`src/rtl/or1200_insn_trace.sv`:
```
// Retired-instruction tracker for the OR1200 writeback stage: legacy toggle,
// retired-instruction counter with threshold pulse, and a trace FIFO for the monitor.
module or1200_insn_trace #(
  parameter int unsigned CNT_W      = 32,
  parameter int unsigned FIFO_DEPTH = 4,
  parameter int unsigned FILTER_NOP = 1,
  parameter int unsigned SATURATE   = 0,
  parameter int unsigned TRACE_EN   = 1
) (
  input  logic             clk,
  input  logic             rst,
  input  logic             wb_freeze,
  input  logic [31:0]      wb_insn,
  input  logic             except_flushpipe,
  input  logic             ex_dslot,
  input  logic             cnt_clr,
  input  logic             cnt_en,
  input  logic             thr_we,
  input  logic [CNT_W-1:0] thr_wdata,
  input  logic             trc_ready,
  output logic             insn,
  output logic [CNT_W-1:0] cnt,
  output logic             cnt_ovf,
  output logic             thr_hit,
  output logic             trc_valid,
  output logic [32:0]      trc_data,
  output logic [7:0]       trc_drop
);

  logic nop_class;
  logic nonnop;
  logic retire;

  assign nop_class = (wb_insn[31:26] == 6'h05) && wb_insn[16];
  assign nonnop    = !((FILTER_NOP != 0) && nop_class);
  // A flush always retires exactly once, even when it carries a delay slot.
  assign retire    = !wb_freeze &&
                     ((nonnop && !(except_flushpipe && ex_dslot)) || except_flushpipe);

  always_ff @(posedge clk) begin
    if (rst)
      insn <= 1'b0;
    else if (retire)
      insn <= ~insn;
  end

  logic [CNT_W-1:0] thr;
  logic [CNT_W-1:0] cnt_inc;
  logic [CNT_W-1:0] cnt_next;
  logic             ovf_next;
  logic             hit_next;

  assign cnt_inc = cnt + CNT_W'(1);

  always_comb begin
    cnt_next = cnt;
    ovf_next = cnt_ovf;
    hit_next = 1'b0;
    if (cnt_clr) begin
      cnt_next = '0;
      ovf_next = 1'b0;
    end else if (retire && cnt_en) begin
      if (cnt == '1) begin
        ovf_next = 1'b1;
        // A held saturated value is not an increment, so it never pulses.
        if (SATURATE == 0) begin
          cnt_next = '0;
          hit_next = (thr == '0);
        end
      end else begin
        cnt_next = cnt_inc;
        hit_next = (cnt_inc == thr);
      end
    end
  end

  always_ff @(posedge clk) begin
    if (rst) begin
      cnt     <= '0;
      cnt_ovf <= 1'b0;
      thr_hit <= 1'b0;
      thr     <= '0;
    end else begin
      cnt     <= cnt_next;
      cnt_ovf <= ovf_next;
      thr_hit <= hit_next;
      if (thr_we)
        thr <= thr_wdata;
    end
  end

  generate
    if (TRACE_EN != 0) begin : g_trace
      localparam int unsigned AW = $clog2(FIFO_DEPTH);
      localparam logic [AW:0] PTR_ONE = 1;

      logic [32:0] mem [FIFO_DEPTH];
      logic [AW:0] wptr;
      logic [AW:0] rptr;
      logic        empty;
      logic        full;
      logic        pop;
      logic        push;
      logic        drop;

      assign empty = (wptr == rptr);
      assign full  = (wptr[AW] != rptr[AW]) && (wptr[AW-1:0] == rptr[AW-1:0]);
      assign pop   = !empty && trc_ready;
      // A full FIFO still accepts when the head leaves in the same cycle.
      assign push  = retire && (!full || pop);
      assign drop  = retire && full && !pop;

      assign trc_valid = !empty;
      assign trc_data  = empty ? '0 : mem[rptr[AW-1:0]];

      always_ff @(posedge clk) begin
        if (push)
          mem[wptr[AW-1:0]] <= {except_flushpipe, wb_insn};
      end

      always_ff @(posedge clk) begin
        if (rst) begin
          wptr     <= '0;
          rptr     <= '0;
          trc_drop <= '0;
        end else begin
          if (push)
            wptr <= wptr + PTR_ONE;
          if (pop)
            rptr <= rptr + PTR_ONE;
          if (drop && (trc_drop != 8'hFF))
            trc_drop <= trc_drop + 8'd1;
        end
      end
    end else begin : g_no_trace
      logic unused_trace;

      assign unused_trace = ^{trc_ready, wb_insn};
      assign trc_valid    = 1'b0;
      assign trc_data     = '0;
      assign trc_drop     = '0;
    end
  endgenerate

endmodule

```
`config.mk`:
```
export PLATFORM = sky130hd
export DESIGN_NAME = or1200_insn_trace
export DESIGN_NICKNAME = d
export VERILOG_FILES = /design/src/rtl/or1200_insn_trace.sv
export SDC_FILE = /design/constraint.sdc
export NUM_CORES = 1
export LEC_CHECK = 0
export CAP_MARGIN = 20
export CORE_UTILIZATION = 45
export DETAILED_ROUTE_END_ITERATION = 16
export GPL_ROUTABILITY_DRIVEN = 0
export PLACE_DENSITY = 0.8
export SYNTH_ARGS = -nofsm -noshare
export SYNTH_HDL_FRONTEND = slang
export SYNTH_SLANG_ARGS = --single-unit
```
`constraint.sdc`:
```
create_clock -name clk -period 3.3 [get_ports clk]
set_input_delay 0.495 -clock clk [delete_from_list [all_inputs] [get_ports clk]]
set_output_delay 0.495 -clock clk [all_outputs]
set_load 0.02 [all_outputs]
```
==> impl_metrics.env, run 1 <==
export IMPL_cp_slowest_stage_delay_ps=610
export IMPL_r2r_cells=8
export IMPL_final_core_utilization_pct=59.6
export IMPL_coreArea_um2=20600
export IMPL_synth_nets=844
export IMPL_die_area_um2=21900
export IMPL_fin_ws_ps=195
export IMPL_n_antenna_cell=0
export IMPL_syn_inst=764
export IMPL_critical_path_class="reg -> out"
export IMPL_fin_cells=1203
export IMPL_grt_usage_pct=20.5
export IMPL_hold_path_class="reg -> reg"
export IMPL_clk_pin_slew_ps=60
export IMPL_crit_fanout=17
export IMPL_numClockSinks=215
export IMPL_clk_latency_ps=500
export IMPL_final_cell_area_um2=12300
export IMPL_synth_area_um2=9570
export IMPL_drtIter0Drc=550
export IMPL_ctsResizeCount=0
export IMPL_tritoncts="built"
export IMPL_post_place_ws_ps=504
export IMPL_cts_inserted_buffers=23
export IMPL_max_freq_mhz=322
export IMPL_drc_errors=0
export IMPL_detail_route_vias_per_cell=5.52
export IMPL_row_count=52
export IMPL_dp_cells=1162
export IMPL_synth_edff_count=132
export IMPL_outcome="completed"
export IMPL_yosys_area_top_type_share_pct=41.4
export IMPL_place_hpwl_mm=14.6
export IMPL_endpoint="trc_data[27]"
export IMPL_skew_ps=14.4
export IMPL_wirelength_mm=22.2
export IMPL_synth_top_cell_by_area="edfxtp_1"
export IMPL_post_cts_setup_buffer_count=0
export IMPL_reg2reg_to="thr_hit"
export IMPL_crit_path_start_kind="flop"
export IMPL_p_leak_uw=0.00413
export IMPL_syn_to_final_growth_pct=28.0
export IMPL_async_reset_ff_share_pct=0
export IMPL_boundaryPins=150
export IMPL_yosys_warnings=0
export IMPL_tns_ps=0
export IMPL_ant_nets=0
export IMPL_grt_pass1_vias=6404
export IMPL_ir_drop_mv=0.275
export IMPL_grt_overflow_total=0
export IMPL_setup_viol=0
export IMPL_cp_end_kind="output pin"
export IMPL_critPathArrivalTime_ps=2610
export IMPL_p_per_area_nw_per_um2=581
export IMPL_hp_start="cnt_ovf"
export IMPL_tightest_slew_ps=1000
export IMPL_ys_flop_type="edfxtp_1"
export IMPL_timing_rr_start="cnt[1]"
export IMPL_clock_path_buffers=3
export IMPL_ys_seq_elements=215
export IMPL_grt_pass1_wl_mm=35.1
export IMPL_maxCapViolCount=0
export IMPL_layout_drive_gt1_share_pct=12.2
export IMPL_crit_chain="buf_12 > mux4_2 > nor2b_1 > clkdlybuf4s50_1"
export IMPL_critPathSlowestCell="dfxtp_2"
export IMPL_r2r_slack_ps=430
export IMPL_vias=6637
export IMPL_post_route_period_util_pct=94.1
export IMPL_wl_per_cell_um=18.5
export IMPL_fin_nets=997
export IMPL_drv_slew=0
export IMPL_cts_root_buf="clkbuf_16"
export IMPL_synth_yosys_seq_area_share_pct=58.8
export IMPL_die_x_um=148
export IMPL_place_area_um2=11500
export IMPL_die_h_um=148
export IMPL_initial_core_util_pct=46.6
export IMPL_rsz0062_at_grt="false"
export IMPL_htreeDepth=1
export IMPL_antenna_found_initial=0
export IMPL_slew_headroom_pct=33.3
export IMPL_netlist_top_cells_area="edfxtp_1, dfxtp_1, mux4_2"
export IMPL_period_needed_ps=3100
export IMPL_finalHoldViolations=0
export IMPL_synth_avg_cell_area_um2=12.5
export IMPL_cp_required_ps=2800
export IMPL_first_pass_iters=5
export IMPL_grt_start_max_net_pins=49
export IMPL_ctsHoldBuffers=0
export IMPL_ys_types=60
export IMPL_io_buffers=148
[critical path, delay by kind of cell (launching register included)]
kind	cells	cell delay, ps
DFF	1	610
and+or+nand+nor	1	160
muxes	1	530
buffers and inverters	2	800
[sequential cells by signal, indices dropped and copies added, names as in the netlist, named ones only]
signal and cells:
insn 1, trc_drop 8, g_trace.rptr 3, thr 32, cnt_ovf 1, cnt 32
g_trace.mem 132, thr_hit 1, g_trace.wptr 3
[area by class of cell]
| type | instances | area (um^2) |
|---|---|---|
| fillers | 1615 | 8310 |
| flip-flops and latches | 215 | 5630 |
| multi-input cells | 497 | 3740 |
| repair buffers | 175 | 1740 |
| clock buffers | 26 | 587 |
| well taps | 270 | 338 |
| clock inverters | 15 | 208 |
| inverters | 5 | 18.8 |
[cells in the final DEF (no fill, tap or decap), drive strengths merged, types with 2 or more instances in the layout]
cell / netlist / final
a211o: 2 / 2
a211oi: 2 / 2
a21oi: 35 / 35
a31oi: 2 / 2
and2: 7 / 7
and3: 5 / 5
and4: 6 / 6
buf: 15 / 29
bufinv: 0 / 4
clkbuf: 32 / 26
clkdlybuf4s50: 0 / 146
clkinv: 0 / 3
clkinvlp: 0 / 5
dfxtp: 83 / 83
edfxtp: 132 / 132
ha: 7 / 7
inv: 5 / 8
mux2i: 34 / 34
mux4: 33 / 33
nand2: 38 / 38
nand3: 17 / 17
nand3b: 2 / 2
nand4: 17 / 17
nor2: 70 / 70
nor2b: 43 / 43
nor3: 16 / 16
nor4: 20 / 20
o21a: 2 / 2
o21ai: 22 / 22
o31ai: 2 / 2
or3: 17 / 17
or3b: 4 / 4
or4: 4 / 4
xnor2: 44 / 44
xor2: 27 / 27
[synth_stat cells, drive strengths merged, types with 15 or more instances]
cell and instances:
a21oi 35, buf 15, clkbuf 32, dfxtp 83
edfxtp 132, mux2i 34, mux4 33, nand2 38
nand3 17, nand4 17, nor2 70, nor2b 43
nor3 16, nor4 20, o21ai 22, or3 17
xnor2 44, xor2 27
[worst min path at each step]
stage	slack, ps	end	cells past startpoint
global route	530	cnt_ovf	2
detailed placement	470	cnt_ovf	2
global placement	480	cnt_ovf	2
finish	490	cnt_ovf	2
floorplan	500	thr[31]	2
CTS	500	cnt_ovf	2
[metal layers]
layer | vias up | part of all wire, % | global-route usage [%]
met5 | - | 0 | 0
met4 | 0 | 2.2 | 5.52
met3 | 43 | 7.1 | 3.86
met2 | 254 | 48 | 33.7
met1 | 3207 | 42 | 27.7
li1 | 3133 | - | -
[power by group]
group	total (uW)	switching (uW)	internal (uW)
Combinational	1370	663	709
Clock	2690	1080	1610
Sequential	3050	80.2	2970
[cell families (layout without fill, tap and decap cells)]
logic type	after synthesis	in the layout	synth area share, %
multiplexers	67	67	11.3
AO/OA/AOI/OAI	79	79	4.87
flip-flops	215	215	58.8
adder cells (fa/ha/maj)	7	7	0.915
buffers and inverters	52	221	2.22
AND/OR/NAND/NOR	273	273	15.4
XOR/XNOR	71	71	6.50
[per-stage QoR]
stage,hold slack (ps),total power (uW)
4_1_cts,498,7180
3_5_place_dp,467,4490
6_report,490,7110
2_1_floorplan,499,3880
5_1_grt,526,7380
3_3_place_gp,475,4460
(Power assumes the default switching activity.)
==> inputs of run 2 (changes only) <==
Settings changed: PLACE_DENSITY 0.8 to 0.73.
==> impl_metrics.env, run 2 (synthesized netlist as in run 1, its figures left out) <==
export IMPL_outcome="completed"
export IMPL_first_pass_iters=7
export IMPL_drv_slew=0
export IMPL_period_needed_ps=3060
export IMPL_power_uw=6900
export IMPL_boundaryPins=150
export IMPL_maxCapViolCount=0
export IMPL_largest_register_ffs=132
export IMPL_ir_drop_mv=0.324
export IMPL_post_cts_setup_buffer_count=0
export IMPL_crit_chain="buf_12 > mux4_2 > nor2b_1 > clkdlybuf4s50_1"
export IMPL_cts_inserted_buffers=23
export IMPL_hold_path_class="reg -> reg"
export IMPL_antenna_found_initial=0
export IMPL_die_area_um2=21900
export IMPL_rsz0062_at_grt="false"
export IMPL_crit_path_start_kind="flop"
export IMPL_cp_end_kind="output pin"
export IMPL_place_area_um2=11500
export IMPL_n_antenna_cell=0
export IMPL_netSwitchingFraction_pct=25.8
export IMPL_p_leak_uw=0.00412
export IMPL_numClockSinks=215
export IMPL_cp_buffers_inverters=2
export IMPL_p_clk_share_pct=35.8
export IMPL_post_place_ws_ps=204
export IMPL_critPathArrivalTime_ps=2560
export IMPL_tightest_slew_ps=972
export IMPL_coreArea_um2=20600
export IMPL_vias=6615
export IMPL_max_freq_mhz=327
export IMPL_grt_usage_pct=20.7
export IMPL_place_hpwl_mm=15.0
export IMPL_syn_to_final_growth_pct=27.4
export IMPL_final_common_cell="clkdlybuf4s50_1"
export IMPL_finalHoldViolations=0
export IMPL_seqPwrFrac_pct=44.2
export IMPL_wl_per_cell_um=18.6
export IMPL_die_x_um=148
export IMPL_grt_overflow_total=0
export IMPL_grt_pass1_wl_mm=35.2
export IMPL_clk_latency_ps=510
export IMPL_slew_headroom_pct=35.2
export IMPL_drtIter0Drc=539
export IMPL_fin_nets=1000
export IMPL_htreeDepth=1
export IMPL_p_sw_uw=1780
export IMPL_layout_drive_gt1_share_pct=11.6
export IMPL_wirelength_mm=22.5
export IMPL_post_route_period_util_pct=92.7
export IMPL_cp_required_ps=2800
export IMPL_io_buffers=148
export IMPL_fin_ws_ps=241
export IMPL_internal_power_uw=5120
export IMPL_setup_viol=0
export IMPL_critical_path_class="reg -> out"
export IMPL_ctsHoldBuffers=0
export IMPL_clock_path_buffers=3
export IMPL_cp_slowest_stage_delay_ps=580
export IMPL_die_h_um=148
export IMPL_row_count=52
export IMPL_ctsResizeCount=0
export IMPL_grt_pass1_vias=6293
export IMPL_drc_errors=0
export IMPL_cts_root_buf="clkbuf_16"
export IMPL_clk_pin_slew_ps=60
export IMPL_skew_ps=8.01
export IMPL_crit_fanout=12
export IMPL_pwr_share_comb_pct=20.0
export IMPL_grt_start_max_net_pins=49
export IMPL_layout_common_cells="clkdlybuf4s50_1, edfxtp_1, dfxtp_1"
export IMPL_p_per_area_nw_per_um2=566
export IMPL_final_cell_area_um2=12200
export IMPL_ant_nets=0
export IMPL_critPathSlowestCell="dfxtp_2"
export IMPL_detail_route_vias_per_cell=5.49
export IMPL_path_delay_family="buffers and inverters"
export IMPL_initial_core_util_pct=46.6
export IMPL_tns_ps=0
export IMPL_tritoncts="built"
-- run 2: cell count changes in the layout (fill, tap and decap cells not counted), moves of 2 or more --
cell | before | now
clkinv_1 | 1 | 8
buf_4 | 22 | 25
clkinv_2 | 0 | 3
clkinvlp_4 | 3 | 0
inv_6 | 3 | 0
bufinv_16 | 4 | 2
clkinvlp_2 | 2 | 0
-- run 2: metal layers --
| metal | track usage [%] | vias up | wire length [um] |
|---|---|---|---|
| met2 | 34.4 | 265 | 10900 |
| met4 | 6.39 | 0 | 610 |
| li1 | - | 3132 | - |
| met1 | 27.8 | 3169 | 9310 |
| met3 | 3.64 | 49 | 1640 |
| met5 | 0 | - | 0 |
-- run 2: layout make-up --
class / instances / area, um^2
fill: 1637 / 8370
sequential: 215 / 5630
multi-input combinational: 497 / 3740
timing repair buffer: 178 / 1760
clock buffer: 27 / 591
tap: 270 / 338
clock inverter: 14 / 125
inverter: 5 / 18.8
-- run 2: path summary, 6_finish.rpt --
| check | end | slack (ps) | depth (start not counted) | startpoint |
|---|---|---|---|---|
| min reg2reg | cnt_ovf | 490 | 2 | cnt_ovf |
| min | cnt_ovf | 490 | 2 | cnt_ovf |
| max reg2reg | thr_hit | 390 | 7 | cnt[4] |
| max | trc_data[30] | 240 | 4 | flop |
-- run 2: power groups by stage --
| stage | Combinational, uW | Clock (uW) | Sequential, uW |
|---|---|---|---|
| 4_1_cts | 1400 | 2520 | 3060 |
| 6_report | 1380 | 2470 | 3050 |
| 3_3_place_gp | 1370 | 0 | 3110 |
| 2_1_floorplan | 812 | 0 | 3070 |
| 5_1_grt | 1470 | 2630 | 3070 |
| 3_5_place_dp | 1390 | 0 | 3110 |
-- run 2: worst reg2reg max path, cell delays in order, from the launching register on --
cell and delay [ps]:
dfxtp_1 530, nand4_1 370, or4_4 600, xnor2_1 170, nand4_1 150, or4_1 540, nor4_1 300, a32o_1 190
-- run 2: per-stage QoR --
stage / cells / utilization [%] / hold WS (ps)
after floorplan: 764 / - / 499
after global placement: 1165 / 55.8 / 469
after detailed placement: 1165 / 55.8 / 473
after CTS: 1206 / 59.3 / 498
after global routing: 1206 / 59.3 / 539
final: 1206 / 59.3 / 492
